$ cat src/rtl/flit_activity_monitor.sv
// Frames a 60-bit flit stream into packets and reports per-packet length and
// bus switching activity (Hamming distance between consecutive flits).
module flit_activity_monitor #(
    parameter int N       = 30,
    parameter int PAYLOAD = 20,
    parameter int CNT_W   = 16
) (
    input  logic             clk,
    input  logic             rst,
    input  logic             flit_valid,
    input  logic [2*N-1:0]   flit_data,
    output logic             pkt_done,
    output logic [CNT_W-1:0] pkt_toggles,
    output logic [7:0]       pkt_len,
    output logic             pkt_err,
    output logic [CNT_W-1:0] pkt_count,
    output logic [N-1:0]     op1_q,
    output logic [N-1:0]     op2_q
);

    // Handshake: no ready; every cycle with flit_valid=1 transfers exactly one
    // flit, and pkt_done is a single-cycle strobe qualifying the pkt_* outputs.
    localparam int D_W = $clog2(2*N+1);
    localparam logic [7:0] PAYLOAD_L = 8'(PAYLOAD);

    typedef enum logic {IDLE, RECV} state_t;

    state_t           state_q, state_d;
    logic [2*N-1:0]   prev_q, prev_d;
    logic [CNT_W-1:0] acc_q, acc_d;
    logic [7:0]       len_q, len_d;
    logic             pkt_done_q, pkt_done_d;
    logic [CNT_W-1:0] pkt_toggles_q, pkt_toggles_d;
    logic [7:0]       pkt_len_q, pkt_len_d;
    logic             pkt_err_q, pkt_err_d;
    logic [CNT_W-1:0] pkt_count_q, pkt_count_d;
    logic [N-1:0]     op1_d, op2_d;

    logic [2*N-1:0]   flit_xor;
    logic [D_W-1:0]   d_cnt;
    logic [CNT_W-1:0] acc_plus;
    logic [CNT_W-1:0] first_acc;
    logic [7:0]       len_inc;
    logic             close_en;
    logic [CNT_W-1:0] close_tog;
    logic [7:0]       close_len;

    function automatic logic [CNT_W-1:0] sat_add(input logic [CNT_W-1:0] a,
                                                 input logic [D_W-1:0] b);
        logic [CNT_W:0] s;
        s = {1'b0, a} + (CNT_W+1)'(b);
        return s[CNT_W] ? {CNT_W{1'b1}} : s[CNT_W-1:0];
    endfunction

    always_comb begin
        flit_xor = flit_data ^ prev_q;
        d_cnt    = '0;
        for (int i = 0; i < 2*N; i++) begin
            d_cnt = d_cnt + D_W'(flit_xor[i]);
        end
        acc_plus  = sat_add(acc_q, d_cnt);
        first_acc = sat_add('0, d_cnt);
        len_inc   = (len_q == 8'hFF) ? 8'hFF : len_q + 8'd1;
    end

    always_comb begin
        state_d       = state_q;
        prev_d        = prev_q;
        acc_d         = acc_q;
        len_d         = len_q;
        op1_d         = op1_q;
        op2_d         = op2_q;
        pkt_done_d    = 1'b0;
        pkt_toggles_d = pkt_toggles_q;
        pkt_len_d     = pkt_len_q;
        pkt_err_d     = pkt_err_q;
        pkt_count_d   = pkt_count_q;
        close_en      = 1'b0;
        close_tog     = '0;
        close_len     = '0;

        if (flit_valid) begin
            prev_d = flit_data;
            op1_d  = flit_data[N-1:0];
            op2_d  = flit_data[2*N-1:N];
        end

        case (state_q)
            IDLE: begin
                if (flit_valid) begin
                    if (PAYLOAD_L == 8'd1) begin
                        close_en  = 1'b1;
                        close_tog = first_acc;
                        close_len = 8'd1;
                    end else begin
                        state_d = RECV;
                        acc_d   = first_acc;
                        len_d   = 8'd1;
                    end
                end
            end
            RECV: begin
                if (flit_valid) begin
                    if (len_inc == PAYLOAD_L) begin
                        close_en  = 1'b1;
                        close_tog = acc_plus;
                        close_len = len_inc;
                    end else begin
                        acc_d = acc_plus;
                        len_d = len_inc;
                    end
                end else begin
                    close_en  = 1'b1;
                    close_tog = acc_q;
                    close_len = len_q;
                end
            end
            default: state_d = IDLE;
        endcase

        if (close_en) begin
            pkt_toggles_d = close_tog;
            pkt_len_d     = close_len;
            pkt_err_d     = (close_len != PAYLOAD_L);
            pkt_count_d   = pkt_count_q + 1'b1;
            pkt_done_d    = 1'b1;
            acc_d         = '0;
            len_d         = '0;
            state_d       = IDLE;
        end
    end

    always_ff @(posedge clk) begin
        if (rst) begin
            state_q       <= IDLE;
            prev_q        <= '0;
            acc_q         <= '0;
            len_q         <= '0;
            op1_q         <= '0;
            op2_q         <= '0;
            pkt_done_q    <= 1'b0;
            pkt_toggles_q <= '0;
            pkt_len_q     <= '0;
            pkt_err_q     <= 1'b0;
            pkt_count_q   <= '0;
        end else begin
            state_q       <= state_d;
            prev_q        <= prev_d;
            acc_q         <= acc_d;
            len_q         <= len_d;
            op1_q         <= op1_d;
            op2_q         <= op2_d;
            pkt_done_q    <= pkt_done_d;
            pkt_toggles_q <= pkt_toggles_d;
            pkt_len_q     <= pkt_len_d;
            pkt_err_q     <= pkt_err_d;
            pkt_count_q   <= pkt_count_d;
        end
    end

    assign pkt_done    = pkt_done_q;
    assign pkt_toggles = pkt_toggles_q;
    assign pkt_len     = pkt_len_q;
    assign pkt_err     = pkt_err_q;
    assign pkt_count   = pkt_count_q;

endmodule

$ cat config.mk
export PLATFORM = sky130hd
export DESIGN_NAME = flit_activity_monitor
export DESIGN_NICKNAME = d
export VERILOG_FILES = /design/src/rtl/flit_activity_monitor.sv
export SDC_FILE = /design/constraint.sdc
export NUM_CORES = 1
export LEC_CHECK = 0
export ABC_AREA = 1
export CORE_MARGIN = 2
export CORE_UTILIZATION = 54
export CTS_CLUSTER_DIAMETER = 120
export CTS_CLUSTER_SIZE = 40
export DETAILED_ROUTE_END_ITERATION = 8
export PLACE_DENSITY_LB_ADDON = 0.15
export SLEW_MARGIN = 20
export SYNTH_ARGS = -nofsm -noshare
export SYNTH_HDL_FRONTEND = slang
export SYNTH_SLANG_ARGS = --single-unit
$ cat constraint.sdc
create_clock -name clk -period 22.4 [get_ports clk]
set_clock_uncertainty 0.15 [all_clocks]
set_input_delay 3.36 -clock clk [delete_from_list [all_inputs] [get_ports clk]]
set_output_delay 3.36 -clock clk [all_outputs]
set_load 0.02 [all_outputs]
# == Yosys cells after proc, flatten, opt, wreduce, memory -nomap -nowiden ==
# Cells that the tools add are included.
# classes
add_sub_neg,62
mul,0
div,0
order_cmp,0
eq_ne,6
shift,0
muxes,22
bitwise_logic,2
reduce_logical,2
# op_table
operator,n
6-bit by 1-bit adder with 6-bit output,54
16-bit two-way mux,7
60-bit XOR,1
8-bit two-way mux,7
16-bit case mux with 2 select lines,1
16-bit by 6-bit adder with 17-bit output,1
16-bit by 1-bit adder with 16-bit output (second input constant),1
8-bit case mux with 2 select lines,1
8-bit by 1-bit adder with 8-bit output (second input constant),1
8-bit by 5-bit equality test with 1-bit output (second input constant),1
8-bit equality test (second input constant),1
8-bit by 5-bit != test with 1-bit output (second input constant),1
5-bit by 1-bit adder with 6-bit output,1
1-bit two-way mux,6
2-bit != test (second input constant),3
4-bit by 1-bit adder with 5-bit output,1
3-bit by 1-bit adder with 4-bit output,1
2-bit by 1-bit adder with 3-bit output,1
3-bit AND reduction,1
1-bit by 1-bit adder with 2-bit output,1
2-bit OR reduction,1
1-bit NOT,1
# totals
regBits,187
latch_bits,0
ram_bits,0
rom_bits,0
out_inout_bits,102
word_cells,105
n_memories,0

# == Logic depth before layout (Yosys ltp) ==
# Gate-level depths: netlist of run 1.
# depth
ltp_word,65
ltp_mapped,32

# == Worst setup path before layout of run 1 ==
# No wires, ideal clock.
# synth_timing
path_kind,in2reg
startpoint,input port flit_data[29]
endpoint,register acc_q[0]
t_arrival_ns,10.064
t_required_ns,22.180
path_slack_ns,12.116
stages,32
path_cell_list,xnor2_1 fa_1 inv_1 fa_1 inv_1 fa_1 fa_1 inv_1 fa_1 fa_1 inv_1 fa_1 fa_1 inv_1 ha_1 inv_1 fa_1 o21ai_0 xnor2_1 inv_1 ha_1 nand2_1 nor2_1 nand2_1 nand2_1 nand2_1 buf_2 nand2_1 nand2_1 nand2_1 nand2_1 a21oi_1
# synth_via
elab_chain_cells,37
# synth_lines
element,line_no,text
start: declaration,11,"input logic [2*N-1:0] flit_data,"
60-bit XOR (*),56,flit_xor = flit_data ^ prev_q;
6-bit by 1-bit adder with 6-bit output (*) (31 in series),59,d_cnt = d_cnt + D_W'(flit_xor[i]);
16-bit by 6-bit adder with 17-bit output,51,"s = {1'b0, a} + (CNT_W+1)'(b);"
16-bit two-way mux,52,return s[CNT_W] ? {CNT_W{1'b1}} : s[CNT_W-1:0];
16-bit two-way mux,104,if (len_inc == PAYLOAD_L) begin
16-bit two-way mux,103,if (flit_valid) begin
16-bit case mux with 2 select lines (*),88,case (state_q)
end signal: assignment,137,acc_q <= '0;
end signal: assignment,149,acc_q <= acc_d;
end: declaration,30,"logic [CNT_W-1:0] acc_q, acc_d;"
# Every way passes the cells marked *; elsewhere a longest branch is shown, timed or not. The select of a mux whose other input is x is not followed.
# A chain may end at the register's enable or synchronous reset.

# == Final worst setup path of run 1 ==
# layout_timing
startpoint,input port flit_data[39]
endpoint,register acc_q[2]
# layout_via
elab_chain_cells,27
# layout_lines
element,line_no
60-bit XOR (*),56
6-bit by 1-bit adder with 6-bit output (*) (21 in series),59
16-bit by 6-bit adder with 17-bit output,51
16-bit two-way mux,52
16-bit two-way mux,104
16-bit two-way mux,103
16-bit case mux with 2 select lines (*),88
# Marked as above.

==> run metrics, run 1 <==
Setup-failing EPs final=0; Crit. End Element=register; CTS Root Cell=clkbuf_16; part of the Yosys area used for sequential elements=roughly a third; Final Hold Viols=0; Post-Syn Area=7840 sq um; IO Port Bufs=between 150 and 200; Vias/cell=5.21; drt drc=0; Clk Latency, worst-skew pair=430 ps; Least-Margin Pin Slew=~900 ps; Slowest cell on crit path=fa_1; initial antenna violation count=1; CTS tree=yes; grt total ovfl=0; Worst Hold Slack=311 ps; commonest non-fill, non-tap cell in the layout=nand2_1; Starting Density=54.6%; clock buffer depth=2; pre-CTS WS=between 10000 and 15000 ps; CTS Buf Count=17; first-pass detailed-route iteration total=5; Synth Instances=1045; die width=125 um; Die Area=15500 sq um; global-route wire length before repair=33.5 mm; sum of negative setup slack=0 ps; area grow syn2layout=29.4%; chip height=between 100 and 150 um; commonest non-fill, non-tap cells in the layout=216 x nand2_1, 163 x clkdlybuf4s50_1, 150 x nor2_1, 127 x dfxtp_1, 101 x nand3_1; syn_nets=1180; Rel. slew slack=40.0%; Critical Path Max Stage Delay=570 ps; layout cells sized above 1=4.34%; GP Congestion=0.905; Slew Limit Fails=0; core area=14400 sq um; total routed wirelength=around 20 mm; Final WS setup=11400 ps; number of global-route vias before repair=6846; Unique masters post-synth=31; Syn. warnings=0; per-cell routed wire length=14.6 um; Clock Pin Slew Worst Setup and Hold Paths=60 ps; RSZ-0062 raised after global routing=false; Post-Syn Area per Cell=7.50 sq um; Iter 0 DRT Violations=about 500; area leader, netlist=dfxtp_1; HP Class=register to register; detailed-route via count=between 7000 and 8000; status=finished clean; pin count of the biggest net entering global routing=85; Area after DPL=around 9500 sq um; share of the synthesized area in the top cell type=32.4%; final instance area=between 10000 and 15000 sq um; ANT nets after route=0; CTS Sinks=127; post-CTS sizing=0; Fillers=approximately 1200; gr usage total=26.5%; critical-path maximum fanout=15; synth top area cells=dfxtp_1 32%, fa_1 13%, nand2_1 10%; max-cap viol count=0; CTS Hold Bufs=0; I/O Pins=165; H-tree Lvls=4; final worst path period need=11000 ps; CP Class=input port to register; CP most frequent cell=fa_1; diodes inserted=0; max frequency=0.0909 GHz; CP startpoint kind=input port; CP required=around 23000 ps; Synth Register Bits=127; crit path DAT=around 11000 ps; cell row count=44; setup bufs post-CTS=0; hpwl dp=13.9 mm; final cycle utilization of the critical path=49.1%; Final nets=roughly 1300
==> final timing paths <==
check	to	from	depth (start not counted)	slack, ps
hold reg to reg	pkt_len[4]$_SDFFE_PP0P_	pkt_len[4]$_SDFFE_PP0P_	2	310
setup / recovery	acc_q[2]$_SDFFE_PP0P_	flit_data[39]	31	11400
setup reg to reg	acc_q[2]$_SDFFE_PP0P_	op2_q[9]$_SDFFE_PP0P_	30	14470
hold / removal	pkt_len[4]$_SDFFE_PP0P_	pkt_len[4]$_SDFFE_PP0P_	2	310
==> metrics by stage <==
stage                     std cells  util [%]
after CTS                      1381      70.6
after floorplan                1045         -
after global placement         1349      66.3
after global routing           1381      70.6
after detailed placement       1349      66.3
final                          1381      70.6
==> cell type report <==
cell class	instances	area [sq um]	share of cell area, %
Clock buffer	22	484	4.77
Clock inverter	10	134	1.32
Inverter	88	330	3.26
Multi-Input combinational cell	781	4750	46.8
Sequential cell	127	2540	25.1
Tap cell	184	230	2.27
Timing Repair Buffer	169	1670	16.5
==> flip-flops by register name (all words and copies together), names as in the netlist <==
signal / count
prev_q: 1
pkt_done: 1
pkt_len: 8
op2_q: 30
acc_q: 16
len_q: 8
op1_q: 29
state_q: 1
pkt_toggles: 16
pkt_count: 16
pkt_err: 1
==> metal layers <==
metal | part of all wire (%) | wire, um | track usage [%]
met1 | 44 | 8780 | 32.8
met2 | 48 | 9750 | 44.0
met3 | 5.8 | 1170 | 8.38
met4 | 2.3 | 454 | 8.66
met5 | 0.064 | 13 | 0
==> synth_stat cells (all sizes together) <==
library cell	number
nand2	220
nor2	153
dfxtp	127
nand3	102
inv	87
o21ai	71
a21oi	54
fa	51
xor2	44
xnor2	37
clkbuf	29
ha	21
buf	20
nor3	11
nand4	9
or2	3
nand3b	2
a21boi	1
clkinv	1
o2111ai	1
o21bai	1
==> critical path, delay by kind of cell <==
| kind | cells | cell delay (ps) |
|---|---|---|
| AO/OA/AOI/OAI | 3 | 510 |
| XOR/XNOR | 2 | 380 |
| adder cells (fa/ha/maj) | 11 | 4960 |
| buffers and inverters | 7 | 860 |
| AND/OR/NAND/NOR | 8 | 1040 |
==> kinds of logic (layout without fill, tap and decap cells) <==
logic type,count (synthesis),after routing,share of synthesized area (%)
flops,127,127,32.4
compound gates,128,128,8.28
fa+ha+maj,72,72,16.4
simple gates,500,500,26.9
xor+xnor,81,81,9.05
buf+inv,137,289,7.02
Power of run 1 is left out: the tool's default activity adds up to more than one toggle a clock period on the data nets, which glitch-free logic cannot reach.
==> run 2: changes to the inputs <==
- CORE_UTILIZATION: 54 -> 52
- clock period: 22.4 -> 11.2 ns (I/O delays scaled with it)
==> run 2 against run 1 <==
Net effect:
- register-to-register slack worse by 11000 ps
- core utilization is 1.2 points lower
- wire length is 1.9% higher
- first-iteration DRC count is 4.0% higher
- critical path depth is 1 higher
- global-route usage is 0.22 points lower
- non-clock buffer count stayed put
- highest routed layer is now met4
- clock-buffer cell count is 3 lower
- worst setup slack worse by 9500 ps
- via count is 1.2% lower
==> run metrics, run 2 (synthesis gave the netlist of run 1 again) <==
status=finished clean; Rel. slew slack=33.1%; commonest non-fill, non-tap cell in the layout=nand2_1; hpwl dp=13.9 mm; Final nets=about 1300; HP Class=register to register; Iter 0 DRT Violations=518; detailed-route via count=7115; drt drc=0; sum of negative setup slack=0 ps; stages on the worst setup path=32; Starting Density=53.6%; I/O Pins=roughly 170; Reg-to-Reg Start=op1_q[0]$_SDFFE_PP0P_; CP delay by family, top=adder cells; Die Area=16100 sq um; Worst Min Path Start=pkt_len[1]$_SDFFE_PP0P_; area grow syn2layout=29.6%; CTS Hold Bufs=0; CP startpoint kind=input port; CP Class=input port to register; Hold Path Cell Cnt=2; WHS Endpoint=pkt_len[1]$_SDFFE_PP0P_; pin count of the biggest net entering global routing=90; crit path DAT=9510 ps; gr usage total=26.3%; total routed wirelength=20.5 mm; GP Congestion=0.883; Clock Pin Slew Worst Setup and Hold Paths=60 ps; H-tree Lvls=4; Buf/Inv on CP=8; R2R setup slack=3290 ps; layout cells sized above 1=4.43%; final worst path period need=9310 ps; commonest non-fill, non-tap cells in the layout=216 x nand2_1, 163 x clkdlybuf4s50_1, 150 x nor2_1, 127 x dfxtp_1, 101 x nand3_1; RSZ-0062 raised after global routing=false; CTS Root Cell=clkbuf_16; max-cap viol count=0; Crit. End Element=register; ANT nets after route=0; CTS tree=yes; Most flops, register=op2_q; number of global-route vias before repair=6890; Critical Path Max Stage Delay=550 ps; critical-path maximum fanout=15; Vias/cell=~5.2; global-route wire length before repair=34.1 mm; Slowest cell on crit path=fa_1; Least-Margin Pin Slew=1000 ps; CTS Buf Count=17; final cycle utilization of the critical path=83.2%; cell row count=44; grt total ovfl=0; initial antenna violation count=1; per-cell routed wire length=roughly 15 um; max frequency=about 0.11 GHz; R2R cell count=29; core area=14600 sq um; pre-CTS WS=1490 ps; Final WS setup=about 1900 ps; Setup-failing EPs final=0; Slew Limit Fails=0; die width=127 um; Top Registers=op2_q x30, op1_q x29; CP required=11400 ps; worst r2r dst=acc_q[5]$_SDFFE_PP0P_; setup bufs post-CTS=0; Largest register FFs=30; IO Port Bufs=164; first-pass detailed-route iteration total=6; CP most frequent cell=fa_1; chip height=127 um; post-CTS sizing=0; CTS Sinks=127; clock buffer depth=2; Clk Latency, worst-skew pair=430 ps; Final Hold Viols=0; diodes inserted=0
-- run 2: changes by cell type in the layout (fill, tap and decap cells not counted), sizes merged --
cell and change:
inv +1, clkbuf -3, bufinv +1, clkinvlp +2, clkinv -1
-- run 2: worst max-delay path by stage --
stage | to | start
CTS | acc_q[2]$_SDFFE_PP0P_ | flit_data[0]
global route | acc_q[2]$_SDFFE_PP0P_ | flit_data[37]
detailed placement | acc_q[2]$_SDFFE_PP0P_ | flit_data[0]
finish | acc_q[5]$_SDFFE_PP0P_ | flit_data[31]
floorplan | acc_q[0]$_SDFFE_PP0P_ | flit_data[29]
global placement | acc_q[2]$_SDFFE_PP0P_ | flit_data[35]
-- run 2: cell type report --
class,instances,area [sq um]
tap,184,230
sequential,127,2540
fill,1219,4480
clock buffer,19,453
clock inverter,13,186
inverter,88,330
timing repair buffer,169,1670
multi-input combinational,781,4750
-- run 2: routing by layer --
layer	global-route usage (%)	vias to the layer above	wire [um]
li1	-	3600	-
met1	33.1	3280	8770
met2	43.0	200	9820
met3	7.51	35	1410
met4	9.89	0	542
met5	0	-	0
-- run 2: through the flow --
step	cells	cell area [sq um]	hold WS [ps]	utilization (%)
floorplan	1045	7840	321	-
global placement	1349	9530	303	65.1
detailed placement	1349	9530	303	65.1
CTS	1381	10200	312	69.4
global route	1381	10200	332	69.4
finish	1381	10200	314	69.4
-- run 2: worst min-delay path, delay by kind of cell (launching register included) --
kind / cells / cell delay [ps]
flip-flops: 1 / 310
AND/OR/NAND/NOR: 1 / 60
AO/OA/AOI/OAI: 1 / 50
Power of run 2 is left out for the same reason.
==> run 3: changes to the inputs <==
- clock period: 11.2 -> 9.5 ns (I/O delays scaled with it)
==> run 3 against run 2 <==
Net effect:
- first-iteration DRC count up 4.8%
- core utilization decreased by 0.42 points
- die area did not move
- design area fell by 0.60%
- sequential cell count stayed put
- sequential share of layout area increased by 0.15 points
- non-clock buffer count up 1
- clock-buffer cell count up 4
- global-route usage shrank 0.60 points
- cell count hardly changed
- largest cell class unchanged
==> run metrics, run 3 (synthesis gave the netlist of run 1 again) <==
grt total ovfl=0; CP Class=input port to register; Most flops, register=op2_q; CTS tree=yes; per-cell routed wire length=14.5 um; detailed-route via count=7113; I/O Pins=~170; Crit. End Element=register; Top Registers=op2_q x30, op1_q x29; chip height=around 130 um; RSZ-0062 raised after global routing=false; Clock Pin Slew Worst Setup and Hold Paths=60 ps; gr busiest metal=met2; Rel. slew slack=32.6%; number of global-route vias before repair=6682; Largest register FFs=30; status=finished clean; total routed wirelength=20.0 mm; global-route wire length before repair=33.3 mm; drt drc=0; CTS Buf Count=17; max frequency=0.113 GHz; core area=14600 sq um; met3 Usage GRT=under 10%; CP startpoint kind=input port; Slew Limit Fails=0; hpwl dp=13.8 mm; CP delay by family, top=adder cells; stages on the worst setup path=32; commonest non-fill, non-tap cells in the layout=216 x nand2_1, 163 x clkdlybuf4s50_1, 150 x nor2_1, 127 x dfxtp_1, 101 x nand3_1; die width=127 um; met2 Resource Use GR=41.4%; GP Congestion=0.898; critical-path maximum fanout=15; CP required=9680 ps; Starting Density=about 54%; Die Area=about 16000 sq um; crit path DAT=9020 ps; grt met1 use=33.1%; Final nets=1320; Setup-failing EPs final=0; IO Port Bufs=164; multi-input logic area=4750 sq um; H-tree Lvls=4; diodes inserted=0; R2R cell count=31; final worst path period need=8840 ps; post-CTS sizing=0; setup bufs post-CTS=0; Critical Path Max Stage Delay=570 ps; layout cells sized above 1=3.93%; clock buffer depth=2; area grow syn2layout=28.8%; initial antenna violation count=1; Fillers=1260; register area=2540 sq um; cell row count=44; ANT nets after route=0; Least-Margin Pin Slew=around 1000 ps; Final Hold Viols=0; commonest non-fill, non-tap cell in the layout=nand2_1; final cycle utilization of the critical path=93.0%; Clk Latency, worst-skew pair=420 ps; first-pass detailed-route iteration total=5; CTS Hold Bufs=0; sum of negative setup slack=0 ps; Slowest cell on crit path=fa_1; max-cap viol count=0; gr usage total=25.7%; HP Class=register to register; CTS Sinks=127; Buf/Inv on CP=8; CP most frequent cell=fa_1; Hold Path Cell Cnt=2; Vias/cell=5.15; pin count of the biggest net entering global routing=90; CTS Root Cell=clkbuf_16; Iter 0 DRT Violations=543
-- run 3: cell types whose count changed in the layout (fill, tap and decap cells not counted) --
cell,previous run,this run
clkinv_2,2,3
clkinv_4,2,0
inv_6,1,0
buf_4,5,6
bufinv_16,4,3
clkbuf_8,2,1
clkbuf_1,0,5
clkinvlp_4,4,1
-- run 3: final timing paths --
check | start | to | slack [ps]
setup / recovery | flit_data[37] | acc_q[1]$_SDFFE_PP0P_ | 660
hold / removal | pkt_len[1]$_SDFFE_PP0P_ | pkt_len[1]$_SDFFE_PP0P_ | 310
setup reg to reg | op2_q[7]$_SDFFE_PP0P_ | acc_q[1]$_SDFFE_PP0P_ | 1820
hold reg to reg | pkt_len[1]$_SDFFE_PP0P_ | pkt_len[1]$_SDFFE_PP0P_ | 310
-- run 3: per-stage QoR --
step           utilization (%)  cells  worst slack [ps]  instance area, sq um  hold slack (ps)
2_1_floorplan                -   1045              1150                  7840              321
3_3_place_gp              65.1   1350               351                  9530              301
3_5_place_dp              65.1   1350               224                  9530              304
4_1_cts                   69.0   1380               662                 10100              312
5_1_grt                   69.0   1380               160                 10100              336
6_report                  69.0   1380               663                 10100              310
-- run 3: area by class of cell --
class | count | share of cell area (%)
sequential | 127 | 25.2
clock inverter | 7 | 1.11
inverter | 88 | 3.27
timing repair buffer | 170 | 16.6
tap | 184 | 2.28
clock buffer | 23 | 4.53
multi-input combinational | 781 | 47.0
-- run 3: metal layers --
layer / part of all wire [%] / routed length [um]
met3: 6.8 / 1360
met4: 2.2 / 434
met2: 47 / 9420
met5: 0 / 0
met1: 44 / 8730
-- run 3: tightest hold or removal path: cells and delay by family (launching register included) --
family	cells	cell delay [ps]
compound gates	1	50
flops	1	300
simple gates	1	60
Power of run 3 is left out for the same reason.
